==> config.mk <==
export PLATFORM = sky130hd
export DESIGN_NAME = fft_stage_sequencer
export DESIGN_NICKNAME = d
export VERILOG_FILES = /design/src/rtl/fft_stage_sequencer.sv
export SDC_FILE = /design/constraint.sdc
export NUM_CORES = 1
export LEC_CHECK = 0
export CORE_MARGIN = 2
export CORE_UTILIZATION = 45
export DETAILED_ROUTE_END_ITERATION = 8
export GPL_TIMING_DRIVEN = 0
export PLACE_DENSITY = 0.94
export SYNTH_ARGS = -nofsm -noshare
export SYNTH_HDL_FRONTEND = slang
export SYNTH_SLANG_ARGS = --single-unit
export TNS_END_PERCENT = 10
==> constraint.sdc <==
create_clock -name clk -period 4.1 [get_ports clk]
set_input_delay 1.025 -clock clk [delete_from_list [all_inputs] [get_ports clk]]
set_output_delay 1.025 -clock clk [all_outputs]
set_load 0.03 [all_outputs]
==> src/rtl/fft_stage_sequencer.sv <==
// Radix-2 DIT FFT sequencer: walks all stages of an in-place N-point FFT through one
// shared butterfly, issuing reads every other cycle and writing YA/YB back by tag.
module fft_stage_sequencer #(
  parameter int LOG_N  = 4,
  parameter int X_WDTH = 16
) (
  input  logic                  clk,
  input  logic                  rst_n,
  input  logic                  start,
  output logic                  busy,
  output logic                  done,
  output logic                  rd_en,
  output logic [LOG_N-1:0]      rd_addr_a,
  output logic [LOG_N-1:0]      rd_addr_b,
  input  logic [2*X_WDTH-1:0]   rd_data_a,
  input  logic [2*X_WDTH-1:0]   rd_data_b,
  output logic [LOG_N-2:0]      tw_addr,
  input  logic [2*X_WDTH-1:0]   tw_data,
  output logic [2*X_WDTH-1:0]   bf_xa,
  output logic [2*X_WDTH-1:0]   bf_xb,
  output logic [2*X_WDTH-1:0]   bf_w,
  output logic                  bf_x_nd,
  output logic [2*LOG_N-1:0]    bf_m_in,
  input  logic [2*LOG_N-1:0]    bf_m_out,
  input  logic [2*X_WDTH-1:0]   bf_y,
  input  logic                  bf_y_nd,
  output logic                  wr_en,
  output logic [LOG_N-1:0]      wr_addr,
  output logic [2*X_WDTH-1:0]   wr_data
);
  localparam int CW = 2 * X_WDTH;
  localparam int SW = (LOG_N > 1) ? $clog2(LOG_N) : 1;

  typedef enum logic [1:0] {IDLE, ISSUE, DRAIN, DONE} state_t;

  state_t             state_q, state_d;
  logic               phase_q, phase_d;
  logic [SW-1:0]      s_q, s_d;
  logic [LOG_N-2:0]   k_q, k_d;
  logic [LOG_N-1:0]   inflight_q, inflight_d;
  logic               rd_en_q, rd_en_d;
  logic               rd_vld_q, rd_vld_d;
  logic [LOG_N-1:0]   rd_addr_a_q, rd_addr_a_d;
  logic [LOG_N-1:0]   rd_addr_b_q, rd_addr_b_d;
  logic [LOG_N-2:0]   tw_addr_q, tw_addr_d;
  logic [CW-1:0]      bf_xa_q, bf_xa_d;
  logic [CW-1:0]      bf_xb_q, bf_xb_d;
  logic [CW-1:0]      bf_w_q, bf_w_d;
  logic               bf_x_nd_q, bf_x_nd_d;
  logic [2*LOG_N-1:0] bf_m_in_q, bf_m_in_d;
  logic               wr_en_q, wr_en_d;
  logic [LOG_N-1:0]   wr_addr_q, wr_addr_d;
  logic [CW-1:0]      wr_data_q, wr_data_d;
  logic               yb_pend_q, yb_pend_d;
  logic [LOG_N-1:0]   yb_addr_q, yb_addr_d;
  logic               wb_b_q, wb_b_d;

  // Butterfly pair addressing for (stage s, index k); a always has bit s clear.
  logic [LOG_N-1:0]   k_ext, h_w, hm1_w, j_w, a_w, b_w;
  logic [LOG_N-2:0]   tw_w;
  logic               last_k, last_s, accept_y, pipe_empty;

  always_comb begin
    k_ext  = LOG_N'(k_q);
    h_w    = LOG_N'(1) << s_q;
    hm1_w  = h_w - LOG_N'(1);
    j_w    = k_ext & hm1_w;
    a_w    = ((k_ext & ~hm1_w) << 1) | j_w;
    b_w    = a_w | h_w;
    tw_w   = (LOG_N-1)'(j_w << (SW'(LOG_N-1) - s_q));
    last_k = (k_q == {(LOG_N-1){1'b1}});
    last_s = (s_q == SW'(LOG_N-1));
  end

  // Stage may only advance once nothing is in the read pipe or the butterfly.
  assign accept_y   = (state_q == ISSUE) || (state_q == DRAIN);
  assign pipe_empty = !rd_en_q && !rd_vld_q && !bf_x_nd_q && !yb_pend_q &&
                      (inflight_q == '0);

  always_comb begin
    state_d     = state_q;
    phase_d     = phase_q;
    s_d         = s_q;
    k_d         = k_q;
    inflight_d  = inflight_q;
    rd_en_d     = 1'b0;
    rd_vld_d    = rd_en_q;
    rd_addr_a_d = rd_addr_a_q;
    rd_addr_b_d = rd_addr_b_q;
    tw_addr_d   = tw_addr_q;
    bf_xa_d     = bf_xa_q;
    bf_xb_d     = bf_xb_q;
    bf_w_d      = bf_w_q;
    bf_x_nd_d   = 1'b0;
    bf_m_in_d   = bf_m_in_q;
    wr_en_d     = 1'b0;
    wr_addr_d   = wr_addr_q;
    wr_data_d   = wr_data_q;
    yb_pend_d   = 1'b0;
    yb_addr_d   = yb_addr_q;
    wb_b_d      = 1'b0;

    unique case (state_q)
      IDLE: begin
        if (start) begin
          state_d    = ISSUE;
          s_d        = '0;
          k_d        = '0;
          phase_d    = 1'b0;
          inflight_d = '0;
        end
      end
      ISSUE: begin
        if (!phase_q) begin
          rd_en_d     = 1'b1;
          rd_addr_a_d = a_w;
          rd_addr_b_d = b_w;
          tw_addr_d   = tw_w;
          phase_d     = 1'b1;
        end else begin
          phase_d = 1'b0;
          if (last_k) state_d = DRAIN;
          else        k_d     = k_q + (LOG_N-1)'(1);
        end
      end
      DRAIN: begin
        if (pipe_empty) begin
          if (last_s) begin
            state_d = DONE;
          end else begin
            state_d = ISSUE;
            s_d     = s_q + SW'(1);
            k_d     = '0;
            phase_d = 1'b0;
          end
        end
      end
      DONE:    state_d = IDLE;
      default: state_d = IDLE;
    endcase

    // Read addresses are still held the cycle data returns, so they double as the tag.
    if (rd_vld_q) begin
      bf_xa_d   = rd_data_a;
      bf_xb_d   = rd_data_b;
      bf_w_d    = tw_data;
      bf_m_in_d = {rd_addr_a_q, rd_addr_b_q};
      bf_x_nd_d = 1'b1;
    end

    if (accept_y) begin
      if (yb_pend_q) begin
        wr_en_d   = 1'b1;
        wr_addr_d = yb_addr_q;
        wr_data_d = bf_y;
        wb_b_d    = 1'b1;
      end else if (bf_y_nd) begin
        wr_en_d   = 1'b1;
        wr_addr_d = bf_m_out[2*LOG_N-1:LOG_N];
        wr_data_d = bf_y;
        yb_addr_d = bf_m_out[LOG_N-1:0];
        yb_pend_d = 1'b1;
      end
    end

    unique case ({bf_x_nd_q, wb_b_q})
      2'b10:   inflight_d = inflight_q + LOG_N'(1);
      2'b01:   inflight_d = inflight_q - LOG_N'(1);
      default: ;
    endcase
  end

  always_ff @(posedge clk) begin
    if (!rst_n) begin
      state_q     <= IDLE;
      phase_q     <= 1'b0;
      s_q         <= '0;
      k_q         <= '0;
      inflight_q  <= '0;
      rd_en_q     <= 1'b0;
      rd_vld_q    <= 1'b0;
      rd_addr_a_q <= '0;
      rd_addr_b_q <= '0;
      tw_addr_q   <= '0;
      bf_xa_q     <= '0;
      bf_xb_q     <= '0;
      bf_w_q      <= '0;
      bf_x_nd_q   <= 1'b0;
      bf_m_in_q   <= '0;
      wr_en_q     <= 1'b0;
      wr_addr_q   <= '0;
      wr_data_q   <= '0;
      yb_pend_q   <= 1'b0;
      yb_addr_q   <= '0;
      wb_b_q      <= 1'b0;
    end else begin
      state_q     <= state_d;
      phase_q     <= phase_d;
      s_q         <= s_d;
      k_q         <= k_d;
      inflight_q  <= inflight_d;
      rd_en_q     <= rd_en_d;
      rd_vld_q    <= rd_vld_d;
      rd_addr_a_q <= rd_addr_a_d;
      rd_addr_b_q <= rd_addr_b_d;
      tw_addr_q   <= tw_addr_d;
      bf_xa_q     <= bf_xa_d;
      bf_xb_q     <= bf_xb_d;
      bf_w_q      <= bf_w_d;
      bf_x_nd_q   <= bf_x_nd_d;
      bf_m_in_q   <= bf_m_in_d;
      wr_en_q     <= wr_en_d;
      wr_addr_q   <= wr_addr_d;
      wr_data_q   <= wr_data_d;
      yb_pend_q   <= yb_pend_d;
      yb_addr_q   <= yb_addr_d;
      wb_b_q      <= wb_b_d;
    end
  end

  assign busy      = (state_q == ISSUE) || (state_q == DRAIN);
  assign done      = (state_q == DONE);
  assign rd_en     = rd_en_q;
  assign rd_addr_a = rd_addr_a_q;
  assign rd_addr_b = rd_addr_b_q;
  assign tw_addr   = tw_addr_q;
  assign bf_xa     = bf_xa_q;
  assign bf_xb     = bf_xb_q;
  assign bf_w      = bf_w_q;
  assign bf_x_nd   = bf_x_nd_q;
  assign bf_m_in   = bf_m_in_q;
  assign wr_en     = wr_en_q;
  assign wr_addr   = wr_addr_q;
  assign wr_data   = wr_data_q;
endmodule

After elaboration in Yosys (flattened, before gate mapping). Index checks and enable logic that the tools add are counted.

Word-level logic and storage cells: 110. Output and inout port bits: 156. Register bits after elaboration: 173. Input port bits: 140.

Muxes and demuxes: 32. Add/sub/neg operators: 6. Equality and inequality tests: 13. Reduce and logical (&&, ||, !) cells: 27. Bitwise logic cells: 9. Shifts and indexed selects: 2.

Operators by type and width (number): $mux W32 (2); $mux W2 (8); $mux W4 (4); $mux W3 (5); $ne A2 B2 Y1 const B (6); $reduce_and A4 Y1 (3); $reduce_and A2 Y1 (5); $pmux W3 S3 (1); $reduce_bool A3 Y1 (3); $eq A2 B2 Y1 const B (4); $mux W1 (8); $or A4 B4 Y4 (2); $pmux W2 S4 (1); $pmux W4 S2 (1); $sub A4 B1 Y4 const B (2); $reduce_and A6 Y1 (1); $add A4 B1 Y4 const B (1); $and A3 B4 Y4 (1); $eq A2 B1 Y1 const B (2); $logic_and A1 B1 Y1 (4); $logic_not A1 Y1 (4); $logic_not A4 Y1 (1); $not A1 Y1 (4); $pmux W2 S2 (1); 14 further kinds (15).

Depth between registers and ports, before layout. Gate-level depths: netlist of run 1.

Depth after elaboration: 7. Mapped depth: 8. Depth with buffers taken out: 8.

Worst setup path after synthesis of run 1. Ideal clock, no wire load.

Path kind: register to register. Start point: register bf_x_nd_q, in the netlist bf_x_nd. End point: register inflight_q[3]. Arrival time: 1.880 ns. Library setup time: 0.133 ns. Buffers on the path: 0. Path slack: 2.088 ns. Stages on the path, launching flop included: 8. Data required time: 3.967 ns. Clock period less this slack: 2.012 ns. Path through: dfxtp_1 -> inv_1 -> ha_1 -> ha_1 -> a31o_2 -> a22oi_1 -> a211o_1 -> a31oi_1.

Cells in the longest elaborated chain, start to end: 3. Elaborated cells between the ends (all ways): 6. Classes of those cells: 2 x eq/ne; 1 x mux; 3 x reduce/logical.

Ends and longest elaborated chain: start, declared (line 49) `logic bf_x_nd_q, bf_x_nd_d;`; start signal, assigned (line 210) `bf_x_nd_q <= bf_x_nd_d;`; $eq A2 B1 Y1 or $eq A2 B2 Y1 (tied branches) (line 166) `unique case ({bf_x_nd_q, wb_b_q})`; $reduce_bool A3 Y1 (no line); $reduce_and A2 Y1 (no line); end signal, assigned (line 201) `inflight_q <= inflight_d;`; end, declared (line 40) `logic [LOG_N-1:0] inflight_q, inflight_d;`.

Several ways; a longest one is shown, not always the timed one. A chain may end at the register's enable or synchronous reset.

Worst setup path after layout of run 1.
Start point: register state_q[0]. End point: output busy.

Cells in the longest elaborated chain, start to end: 2. Elaborated cells between the ends (all ways): 3. Classes of those cells: 2 x eq/ne; 1 x reduce/logical.

Ends and longest elaborated chain: start, declared (line 36) `state_t state_q, state_d;`; start signal, assigned (line 197) `state_q <= state_d;`; $eq A2 B1 Y1 or $eq A2 B2 Y1 (tied branches) (line 221) `assign busy = (state_q == ISSUE) || (state_q == DRAIN);`; $logic_or A1 B1 Y1 * (line 221); end, declared (line 10) `output logic busy,`.

Every way passes the cells marked *; elsewhere a longest branch is shown, timed or not.

==> summary.txt, run 1 <==
Global routing
  • Overall routing resource usage: 25.51%
  • Largest net degree at the start of global routing: 17
  • GR peak layer: met2
  • M3 GR Usage: 7.603%
  • Grt total ovfl: 0
  • First-pass GRT wire length: 31,490 um
  • Number of global-route vias before repair: 6,157
  • Initial antenna violation count: 0
  • GR Util met2: 44.26%
  • Met1 GRT Util: 28.51%

Timing
  • Least-Margin Pin Slew: 0.7812 ns
  • F_max: 336.0 MHz
  • Hold Fails Final Rpt: 0
  • Final Setup Violations: 0
  • Max transition margin: 47.92%
  • Final critical-path required period: 2.976 ns
  • Final worst path period share: 72.58%
  • Post-route setup TNS: 0 ns
  • Worst Skew: 0.006879 ns
  • Slew Limit Fails: 0
  • RSZ-0062 raised after global routing: no

Setup path
  • Worst EP required: 3.07 ns
  • Crit-path max cell delay: 0.71 ns
  • Reg-to-reg slack, setup: 1.87 ns
  • Setup Crit Path Kind: reg2out
  • Worst-path fanout max: 5
  • CP top delay family: buffers and inverters
  • Crit-path cells: inv_1 -> ha_1 -> clkdlybuf4s50_1
  • Critical path data arrival time: 1.95 ns
  • Worst Path Buf+Inv: 2
  • Worst Setup SP: state_q[0]$_SDFFE_PN0P_
  • Crit path capture type: output pin
  • Startpoint Class: flop
  • Reg-to-Reg Start: rd_vld_q$_SDFF_PN0_
  • R2r endpoint: bf_xa[21]$_SDFFE_PN0P_
  • Worst path slowest cell: clkdlybuf4s50_1
  • Reg2Reg Depth: 5

Synth
  • Asr flop ratio synth: 0%
  • Synthesized instance count: 683
  • Net Count, Synth: 838
  • Ys Warns: 0
  • #FFs+latches synth: 173
  • Distinct cell type count after synthesis: 46
  • Commonest register cell after synthesis: dfxtp_1
  • Simple-Gate Fraction of Synth Area: 15.43%
  • Register area share after synthesis: 53.01%
  • Post-synthesis xor/xnor area fraction: 0.4021%
  • Syn Area/Cell: 9.566 um^2
  • Adder-cell area share of the yosys netlist: 2.872%
  • Largest family of logic cells by synthesized area: multiplexers
  • EDFF count, synth: 0
  • Synth Area in Compound Gates: 6.971%
  • Synth Cell Area: 0.006534 mm^2
  • Mux cell area share after synthesis: 17.77%

Pwr
  • Design Power: 0.005350 W
  • Leakage power: 3.675 nW
  • VDD IR max: 0.2637 mV
  • Pwr Density: 521.2 mW/mm^2

Routing
  • DRT iter0 DRCs: 225
  • WL final: 19,760 um
  • DR vias: 6,061
  • Router iterations before antenna repair: 4
  • Vias per inst: 5.089
  • Post-route ant nets: 0
  • Post-route DRC: 0
  • Drt wl/cell: 16.59 um

CTS
  • CTS Buf Count: 17
  • Max Root-Sink Buffers: 2
  • CTS root buf: clkbuf_16
  • CTS tree: done
  • Post-cts resize count: 0
  • Setup bufs post-CTS: 0
  • CTS Hold Bufs: 0
  • Clk_lat worst skew: 0.42 ns
  • H-tree levels: 4
  • Clock slew at reported path FFs: 0.06 ns
  • CTS Sinks: 173

Worst hold path
  • Worst Hold Path EP: wr_data[1]$_SDFFE_PN0P_
  • Worst hold path type: reg2reg
  • Hold Crit Start: wr_data[1]$_SDFFE_PN0P_
  • Hold path cells: 2

Placement
  • DP HPWL: 15,190 um
  • Port-buffer cells: 295
  • Placed Cells: 1,162
  • RePlAce Congestion: 0.8924

Final layout
  • Fillers: 1,024
  • Layout cells sized above 1: 3.674%
  • Ant diodes: 0
  • Layout net count: 1,152
  • Fin cells: 1,191
  • Area growth syn-to-layout: 57.09%

Floorplanning
  • Die Ht: 124.5 um
  • Core Rows: 44
  • Die ar.: 0.01550 mm^2
  • IO Count: 296
  • Die X: 124.5 um
  • Starting Density: 45.47%
  • Total core area: 0.01437 mm^2

Outcome
  • Outcome: finished, final reports clean

Run
  • Max_cap viols: 0
[logic make-up (layout without fill, tap and decap cells)]
kind of cell             after synthesis  after routing
AO/OA/AOI/OAI                         76             76
XOR/XNOR                               3              3
adder cells (fa/ha/maj)               15             15
buffers and inverters                 57            381
flip-flops                           173            173
multiplexers                         116            116
AND/OR/NAND/NOR                      243            243
[synthesized netlist by cell type, types with 6 or more instances]
master,number,share of area (%)
dfxtp_1,173,53
nor2_1,124,7.1
mux2i_1,116,18
nand2_1,83,4.8
a21oi_1,43,3.3
clkbuf_1,31,1.8
ha_1,15,2.9
inv_1,12,0.69
a211oi_1,7,0.80
nand3_1,7,0.54
buf_1,6,0.34
[where the power goes]
group	total (W)	switching, W	internal, W
combinational	0.00180	0.00105	0.000751
clock	0.00153	0.000626	0.000901
sequential	0.00202	0.000127	0.00190
total	0.00535	0.00180	0.00355
[sequential cells by signal, indices dropped and copies added, names as in the netlist, 3 cells and up]
| name | flops |
|---|---|
| inflight_q | 4 |
| wr_data | 32 |
| k_q | 3 |
| bf_w | 32 |
| wr_addr | 4 |
| bf_m_in | 8 |
| bf_xa | 32 |
| rd_addr_a | 4 |
| tw_addr | 3 |
| yb_addr_q | 4 |
| bf_xb | 32 |
| rd_addr_b | 4 |
[stage by stage]
stage	hold WS, ns	utilization, %	setup slack [ns]	area [um^2]
floorplan	0.4559	-	2.088	6534
global route	0.4775	71.43	1.044	10260
global placement	0.4407	67.62	1.072	9717
CTS	0.4540	71.43	1.093	10260
detailed placement	0.4462	67.62	1.040	9717
finish	0.4541	71.43	1.124	10260
[placed cells by master (no fill, tap or decap), types with 6 or more instances in the layout]
cell type | Yosys | layout
nand2_1 | 83 | 83
buf_1 | 6 | 6
clkdlybuf4s50_1 | 0 | 295
dfxtp_1 | 173 | 173
a211oi_1 | 7 | 7
nand3_1 | 7 | 7
ha_1 | 15 | 15
a21oi_1 | 43 | 43
nor2_1 | 124 | 124
clkbuf_16 | 0 | 17
clkbuf_1 | 31 | 35
mux2i_1 | 116 | 116
inv_1 | 12 | 12
[worst register-to-register path: stages, from the launching register on]
cell,delay (ns)
dfxtp_1,0.30
clkbuf_1,0.36
buf_1,0.65
buf_2,0.45
mux2i_1,0.26
nor2_1,0.08
[layout make-up]
class | instances | area [um^2] | share of cell area, %
Tap cell | 184 | 230.2 | 2.243
Buffer | 44 | 182.7 | 1.780
Timing Repair Buffer | 295 | 2953 | 28.77
Sequential cell | 173 | 3463 | 33.74
Inverter | 13 | 48.80 | 0.4754
Clock inverter | 7 | 92.59 | 0.9021
Multi-Input combinational cell | 453 | 2839 | 27.66
Clock buffer | 22 | 454.2 | 4.425
[layer usage]
layer,up-vias,routed length [um]
li1,2912,-
met1,2825,7781
met2,271,9775
met3,53,1400
met4,0,807
met5,-,0
[worst max-delay path by stage]
stage,to,cells past startpoint
finish,busy,3
global route,busy,3
CTS,busy,3
detailed placement,bf_w[19]$_SDFFE_PN0P_,5
global placement,bf_w[15]$_SDFFE_PN0P_,5
floorplan,inflight_q[3]$_SDFFE_PN0P_,7
Power figures use the tool's default switching activity.
==> inputs of run 2 (changes only) <==
--- a/config.mk
+++ b/config.mk
@@ -6,10 +6,10 @@
 export NUM_CORES = 1
 export LEC_CHECK = 0
 export CORE_MARGIN = 2
-export CORE_UTILIZATION = 45
+export CORE_UTILIZATION = 38
 export DETAILED_ROUTE_END_ITERATION = 8
 export GPL_TIMING_DRIVEN = 0
-export PLACE_DENSITY = 0.94
+export PLACE_DENSITY = 0.85
 export SYNTH_ARGS = -nofsm -noshare
 export SYNTH_HDL_FRONTEND = slang
 export SYNTH_SLANG_ARGS = --single-unit
==> constraint.sdc (replaced) <==
create_clock -name clk -period 2.6 [get_ports clk]
set_input_delay 0.65 -clock clk [delete_from_list [all_inputs] [get_ports clk]]
set_output_delay 0.65 -clock clk [all_outputs]
set_load 0.03 [all_outputs]
==> run 2 against run 1 <==
  * Cell count grew 3.3%
  * Count of clock-buffer cells in the layout decreased by 3
  * Total power is 57% higher
  * Routed wire length grew 0.41%
  * Clock power rose by 54%
  * Combinational power is 57% higher
  * Utilization down 9.8 points
  * Clock skew is 0.0080 ns higher
  * Final area grew 0.35%
  * Highest routed layer unchanged
  * Setup slack got worse by 0.88 ns
  * Sequential power rose by 57%
==> summary.txt, run 2 (same netlist as run 1, synthesis figures left out) <==
Outcome
  • Outcome: finished, final reports clean

Floorplanning
  • Starting Density: 39.12% (-6.3 points)
  • Die Ht: 135.1 um (+8.5%)
  • Die X: 135.1 um (+8.5%)
  • Die ar.: 0.01826 mm^2 (+18%)
  • Core Rows: 47 (+6.8%)
  • Total core area: 0.01670 mm^2 (+16%)
  • IO Count: 296 (unchanged)

CTS
  • Max Root-Sink Buffers: 2 (unchanged)
  • CTS root buf: clkbuf_16
  • CTS Sinks: 173 (unchanged)
  • H-tree levels: 4 (unchanged)
  • Clock slew at reported path FFs: 0.06 ns (about the same)
  • CTS tree: done
  • Clk_lat worst skew: 0.43 ns (about the same)
  • CTS Buf Count: 17 (unchanged)
  • Setup bufs post-CTS: 0 (unchanged)

Pwr
  • Leakage power: 3.675 nW (about the same)
  • Pint: 0.005407 W (+52%)
  • Design Power: 0.008373 W (+57%)
  • Sequential power share: 38.0% (+0.2 points)
  • Pwr Density: 812.9 mW/mm^2 (+56%)
  • Sw Share: 35.42% (+1.7 points)
  • VDD IR max: 0.5153 mV (+95%)
  • Power share of the clock group: 28.2% (-0.3 points)
  • Combinational power share: 33.7% (about the same)
  • Psw: 0.002966 W (+65%)

Setup path
  • Crit path capture type: output pin
  • Setup Crit Path Kind: reg2out
  • Critical path data arrival time: 1.71 ns (-0.24 ns)
  • Reg-to-Reg Start: rd_vld_q$_SDFF_PN0_
  • Reg-to-reg slack, setup: 0.37 ns (-1.50 ns)
  • Startpoint Class: flop
  • R2r endpoint: bf_xa[2]$_SDFFE_PN0P_
  • Worst EP required: 1.95 ns (-1.12 ns)
  • Worst-path fanout max: 5 (unchanged)
  • Reg2Reg Depth: 5 (unchanged)

Global routing
  • Overall routing resource usage: 21.13% (-4.4 points)
  • Initial antenna violation count: 0 (unchanged)
  • Grt total ovfl: 0 (unchanged)
  • Largest net degree at the start of global routing: 17 (unchanged)
  • Number of global-route vias before repair: 5,853 (-4.9%)
  • First-pass GRT wire length: 30,080 um (-4.5%)

Worst hold path
  • Hold path cells: 2 (unchanged)
  • Worst hold path type: reg2reg
  • Hold Crit Start: wr_data[4]$_SDFFE_PN0P_
  • Worst Hold Path EP: wr_data[4]$_SDFFE_PN0P_

Routing
  • Drt wl/cell: 16.13 um (-2.8%)
  • WL final: 19,850 um (+0.41%)
  • DRT iter0 DRCs: 166 (-26%)
  • Post-route DRC: 0 (unchanged)
  • Post-route ant nets: 0 (unchanged)
  • DR vias: 5,927 (-2.2%)
  • Vias per inst: 4.819 (-5.3%)
  • Router iterations before antenna repair: 4 (unchanged)

Final layout
  • Layout cells sized above 1: 4.158% (+0.48 points)
  • Area growth syn-to-layout: 57.64%
  • Commonest non-fill, non-tap cell in the layout: clkdlybuf4s50_1
  • Fillers: 1,409 (+38%)
  • Commonest cells after routing, fill and taps aside: 294 x clkdlybuf4s50_1, 173 x dfxtp_1, 124 x nor2_1
  • Ant diodes: 0 (unchanged)
  • Layout net count: 1,152 (unchanged)
  • Fin cells: 1,230 (+3.3%)

Timing
  • Hold Fails Final Rpt: 0 (unchanged)
  • Fin Hold WS: 0.4531 ns (-0.0009880 ns)
  • RSZ-0062 raised after global routing: no
  • Worst Skew: 0.01486 ns (+0.007985 ns)
  • PnR worst setup slack: 0.2411 ns (-0.8831 ns)
  • Least-Margin Pin Slew: 0.8863 ns (+0.1050 ns)
  • Final worst path period share: 90.73%
  • F_max: 423.9 MHz
  • Final Setup Violations: 0 (unchanged)
  • Final critical-path required period: 2.359 ns
  • Max transition margin: 40.92% (-7.0 points)
  • Slew Limit Fails: 0 (unchanged)

Placement
  • DP HPWL: 15,150 um (-0.30%)
  • Port-buffer cells: 295 (unchanged)
  • RePlAce Congestion: 0.8690 (-2.6%)
  • Placed Cells: 1,198 (+3.1%)
  • Dpl ws: -0.1806 ns (-1.221 ns)

Run
  • Max_cap viols: 0 (unchanged)
==> run 2: cell count changes in the layout (fill, tap and decap cells not counted), sizes merged <==
cell	previous run	this run
clkbuf	53	50
bufinv	2	0
clkdlybuf4s50	295	294
inv	12	18
dlygate4sd2	0	1
clkinv	3	5
==> run 2: what timing repair did <==
item | 4_1_cts | 5_1_grt
resized for setup | 1 | 0
hold buffers | 0 | 0
endpoints found under the setup margin | 1 | 0
==> run 2: cell type report <==
class | count | area, um^2 | area share [%]
Buffer | 44 | 182.7 | 1.774
Inverter | 13 | 48.80 | 0.4738
Multi-Input combinational cell | 453 | 2839 | 27.56
Tap cell | 220 | 275.3 | 2.672
Clock buffer | 19 | 432.9 | 4.203
Timing Repair Buffer | 295 | 2952 | 28.66
Sequential cell | 173 | 3463 | 33.62
Clock inverter | 13 | 106.4 | 1.033
==> run 2: worst max path at each step <==
stage | start | to | slack, ns | cells after the start
after floorplan | bf_x_nd$_SDFF_PN0_ | inflight_q[3]$_SDFFE_PN0P_ | 0.59 | 7
after global placement | rst_n | wr_en$_SDFF_PP0_ | -0.14 | 5
after detailed placement | rst_n | bf_xa[2]$_SDFFE_PN0P_ | -0.18 | 5
after CTS | state_q[0]$_SDFFE_PN0P_ | busy | 0.19 | 3
after global routing | state_q[0]$_SDFFE_PN0P_ | busy | 0.13 | 3
final | state_q[0]$_SDFFE_PN0P_ | busy | 0.24 | 3
==> run 2: through the flow <==
step                area [um^2]  util, %  TNS [ns]
floorplan                  6534        -         0
global placement           9762    58.45    -10.24
detailed placement         9762    58.45    -12.86
CTS                       10300    61.67         0
global route              10300    61.67         0
finish                    10300    61.67         0
==> run 2: power groups by stage <==
stage	Clock, W	Combinational, W	Sequential, W
after floorplan	0	0.00112	0.00379
after global placement	0	0.00282	0.00322
after detailed placement	0	0.00285	0.00324
after CTS	0.00242	0.00286	0.00319
after global routing	0.00251	0.00304	0.00322
final	0.00236	0.00283	0.00318
==> run 2: per-layer routing <==
metal / track usage (%) / wire [um]
met3: 7.995 / 1912
met1: 23.81 / 7895
met2: 35.90 / 9437
met4: 8.912 / 599
met5: 0 / 0
==> run 2: critical path, cell delays in order, from the launching register on <==
cell and delay [ns]:
dfxtp_1 0.38, inv_1 0.09, ha_1 0.37, dlygate4sd2_1 0.44
==> inputs of run 3 (changes only) <==
--- a/config.mk
+++ b/config.mk
@@ -8,7 +8,6 @@
 export CORE_MARGIN = 2
 export CORE_UTILIZATION = 38
 export DETAILED_ROUTE_END_ITERATION = 8
-export GPL_TIMING_DRIVEN = 0
 export PLACE_DENSITY = 0.85
 export SYNTH_ARGS = -nofsm -noshare
 export SYNTH_HDL_FRONTEND = slang
==> run 3 against run 2 <==
  * Flip-flop and latch count unchanged
  * Hold slack hardly changed
  * Count of clock-buffer cells in the layout unchanged
  * Via count down 2.2%
  * Clock power increased by 17%
  * Register-to-register slack gained 0.22 ns
  * First-iteration DRC count is 0.60% higher
  * Global-route usage shrank 1.1 points
  * Maximum frequency grew 0.48%
  * Critical path type unchanged
  * Largest cell class unchanged
  * Largest power group unchanged
==> summary.txt, run 3 (same netlist as run 1, synthesis figures left out) <==
Outcome
  • Outcome: finished, final reports clean

Worst hold path
  • Hold path cells: 2 (unchanged)
  • Worst hold path type: reg2reg

Routing
  • DRT iter0 DRCs: 167 (+0.60%)
  • Post-route ant nets: 0 (unchanged)
  • Post-route DRC: 0 (unchanged)
  • Vias per inst: 4.845 (+0.54%)
  • Drt wl/cell: 15.61 um (-3.2%)
  • DR vias: 5,799 (-2.2%)
  • Router iterations before antenna repair: 4 (unchanged)
  • WL final: 18,690 um (-5.8%)

Timing
  • Final critical-path required period: 2.348 ns (-0.01134 ns)
  • PnR worst setup slack: 0.2524 ns (+0.01133 ns)
  • F_max: 426.0 MHz (+0.48%)
  • Worst Skew: 0.01375 ns (-0.001116 ns)
  • Slew Limit Fails: 0 (unchanged)
  • RSZ-0062 raised after global routing: no
  • Max transition margin: 45.08% (+4.2 points)
  • Final Setup Violations: 0 (unchanged)
  • Least-Margin Pin Slew: 0.8238 ns (-0.06243 ns)
  • Hold Fails Final Rpt: 0 (unchanged)
  • Final worst path period share: 90.29% (-0.44 points)
  • Post-route setup TNS: 0 ns (unchanged)

CTS
  • Setup bufs post-CTS: 0 (unchanged)
  • CTS Buf Count: 17 (unchanged)
  • CTS root buf: clkbuf_16
  • H-tree levels: 4 (unchanged)
  • Clock slew at reported path FFs: 0.07 ns (about the same)
  • Max Root-Sink Buffers: 2 (unchanged)
  • CTS Sinks: 173 (unchanged)
  • CTS tree: done
  • Clk_lat worst skew: 0.42 ns (about the same)

Final layout
  • Layout cells sized above 1: 5.118% (+0.96 points)
  • Commonest non-fill, non-tap cell in the layout: clkdlybuf4s50_1
  • Ant diodes: 0 (unchanged)
  • Layout net count: 1,119 (-2.9%)
  • Fillers: 1,420 (+0.78%)
  • Commonest cells after routing, fill and taps aside: 294 x clkdlybuf4s50_1, 172 x dfxtp_1, 124 x nor2_1
  • Area growth syn-to-layout: 58.79%

Setup path
  • Critical path data arrival time: 1.70 ns (about the same)
  • Setup Crit Path Kind: reg2out
  • Reg2Reg Depth: 7 (+2)
  • Startpoint Class: flop
  • Crit path capture type: output pin
  • Worst EP required: 1.95 ns (about the same)
  • Worst-path fanout max: 4 (-1)

Global routing
  • First-pass GRT wire length: 29,120 um (-3.2%)
  • Initial antenna violation count: 0 (unchanged)
  • Met1 GRT Util: 22.42% (-1.4 points)
  • Grt total ovfl: 0 (unchanged)
  • Largest net degree at the start of global routing: 106 (+89)
  • M3 GR Usage: 7.282% (-0.71 points)
  • Overall routing resource usage: 20.08% (-1.1 points)
  • GR Util met2: 35.42% (-0.48 points)
  • GR peak layer: met2
  • Number of global-route vias before repair: 5,761 (-1.6%)

Placement
  • DP HPWL: 13,250 um (-13%)
  • Port-buffer cells: 295 (unchanged)
  • Dpl ws: 0.4258 ns (+0.6064 ns)
  • RePlAce Congestion: 0.7780 (-10%)

Floorplanning
  • Die Ht: 135.1 um (unchanged)
  • Total core area: 0.01670 mm^2 (unchanged)
  • Starting Density: 39.12% (unchanged)
  • IO Count: 296 (unchanged)
  • Die X: 135.1 um (unchanged)
  • Die ar.: 0.01826 mm^2 (unchanged)
  • Core Rows: 47 (unchanged)

Pwr
  • Pwr Density: 846.4 mW/mm^2 (+4.1%)
  • Design Power: 0.008781 W (+4.9%)
  • VDD IR max: 0.4199 mV (-19%)
  • Leakage power: 3.736 nW (+1.7%)

Run
  • Max_cap viols: 0 (unchanged)
==> run 3: cell count changes in the layout (fill, tap and decap cells not counted), moves of 2 or more <==
cell        previous run  this run
bufinv_16              0         4
buf_2                  5         0
buf_12                 0         4
clkinvlp_4             3         1
buf_1                  6         0
buf_4                  1         7
clkbuf_1              33         1
==> run 3: through the flow <==
stage	area (um^2)	hold WS [ns]	cells	utilization (%)
floorplan	6534	0.4559	683	-
global placement	9729	0.4404	1165	58.26
detailed placement	9729	0.4454	1165	58.26
CTS	10370	0.4549	1197	62.11
global route	10380	0.4745	1197	62.12
finish	10380	0.4531	1197	62.12
==> run 3: cell type report <==
cell class / instances / area [um^2] / share of cell area [%]
clock buffers: 19 / 442.9 / 4.269
clock inverters: 13 / 200.2 / 1.930
inverters: 13 / 51.30 / 0.4945
multi-input cells: 453 / 2850 / 27.47
flip-flops and latches: 173 / 3467 / 33.42
well taps: 220 / 275.3 / 2.653
repair buffers: 306 / 3088 / 29.76
==> run 3: path summary, 6_finish.rpt <==
check                                              start  slack (ns)                    endpoint
worst min-delay path            wr_data[24]$_SDFFE_PN0P_        0.45    wr_data[24]$_SDFFE_PN0P_
worst min register to register  wr_data[24]$_SDFFE_PN0P_        0.45    wr_data[24]$_SDFFE_PN0P_
worst max register to register        bf_x_nd$_SDFF_PN0_        0.59  inflight_q[3]$_SDFFE_PN0P_
worst max-delay path             state_q[0]$_SDFFE_PN0P_        0.25                        done
==> run 3: worst max-delay path, stage by stage (launching register included) <==
cell             delay, ns
dfxtp_1               0.39
ha_1                  0.21
clkdlybuf4s50_1       0.68
==> run 3: report_power, final <==
part	switching, W	internal (W)	total (W)
clock	0.00110	0.00166	0.00276
sequential	0.000208	0.00299	0.00320
combinational	0.00162	0.00121	0.00283
==> run 3: metal layers <==
layer	routed length, um	vias up	part of all wire (%)
li1	-	2861	-
met1	7372	2686	39
met2	9247	220	49
met3	1663	32	8.9
met4	408	0	2.2
met5	0	-	0
==> run 3: timing repair <==
item | in CTS | in global routing
hold buffers | 0 | 0
gates resized for setup | 0 | 1
endpoints found under the setup margin | 0 | 1
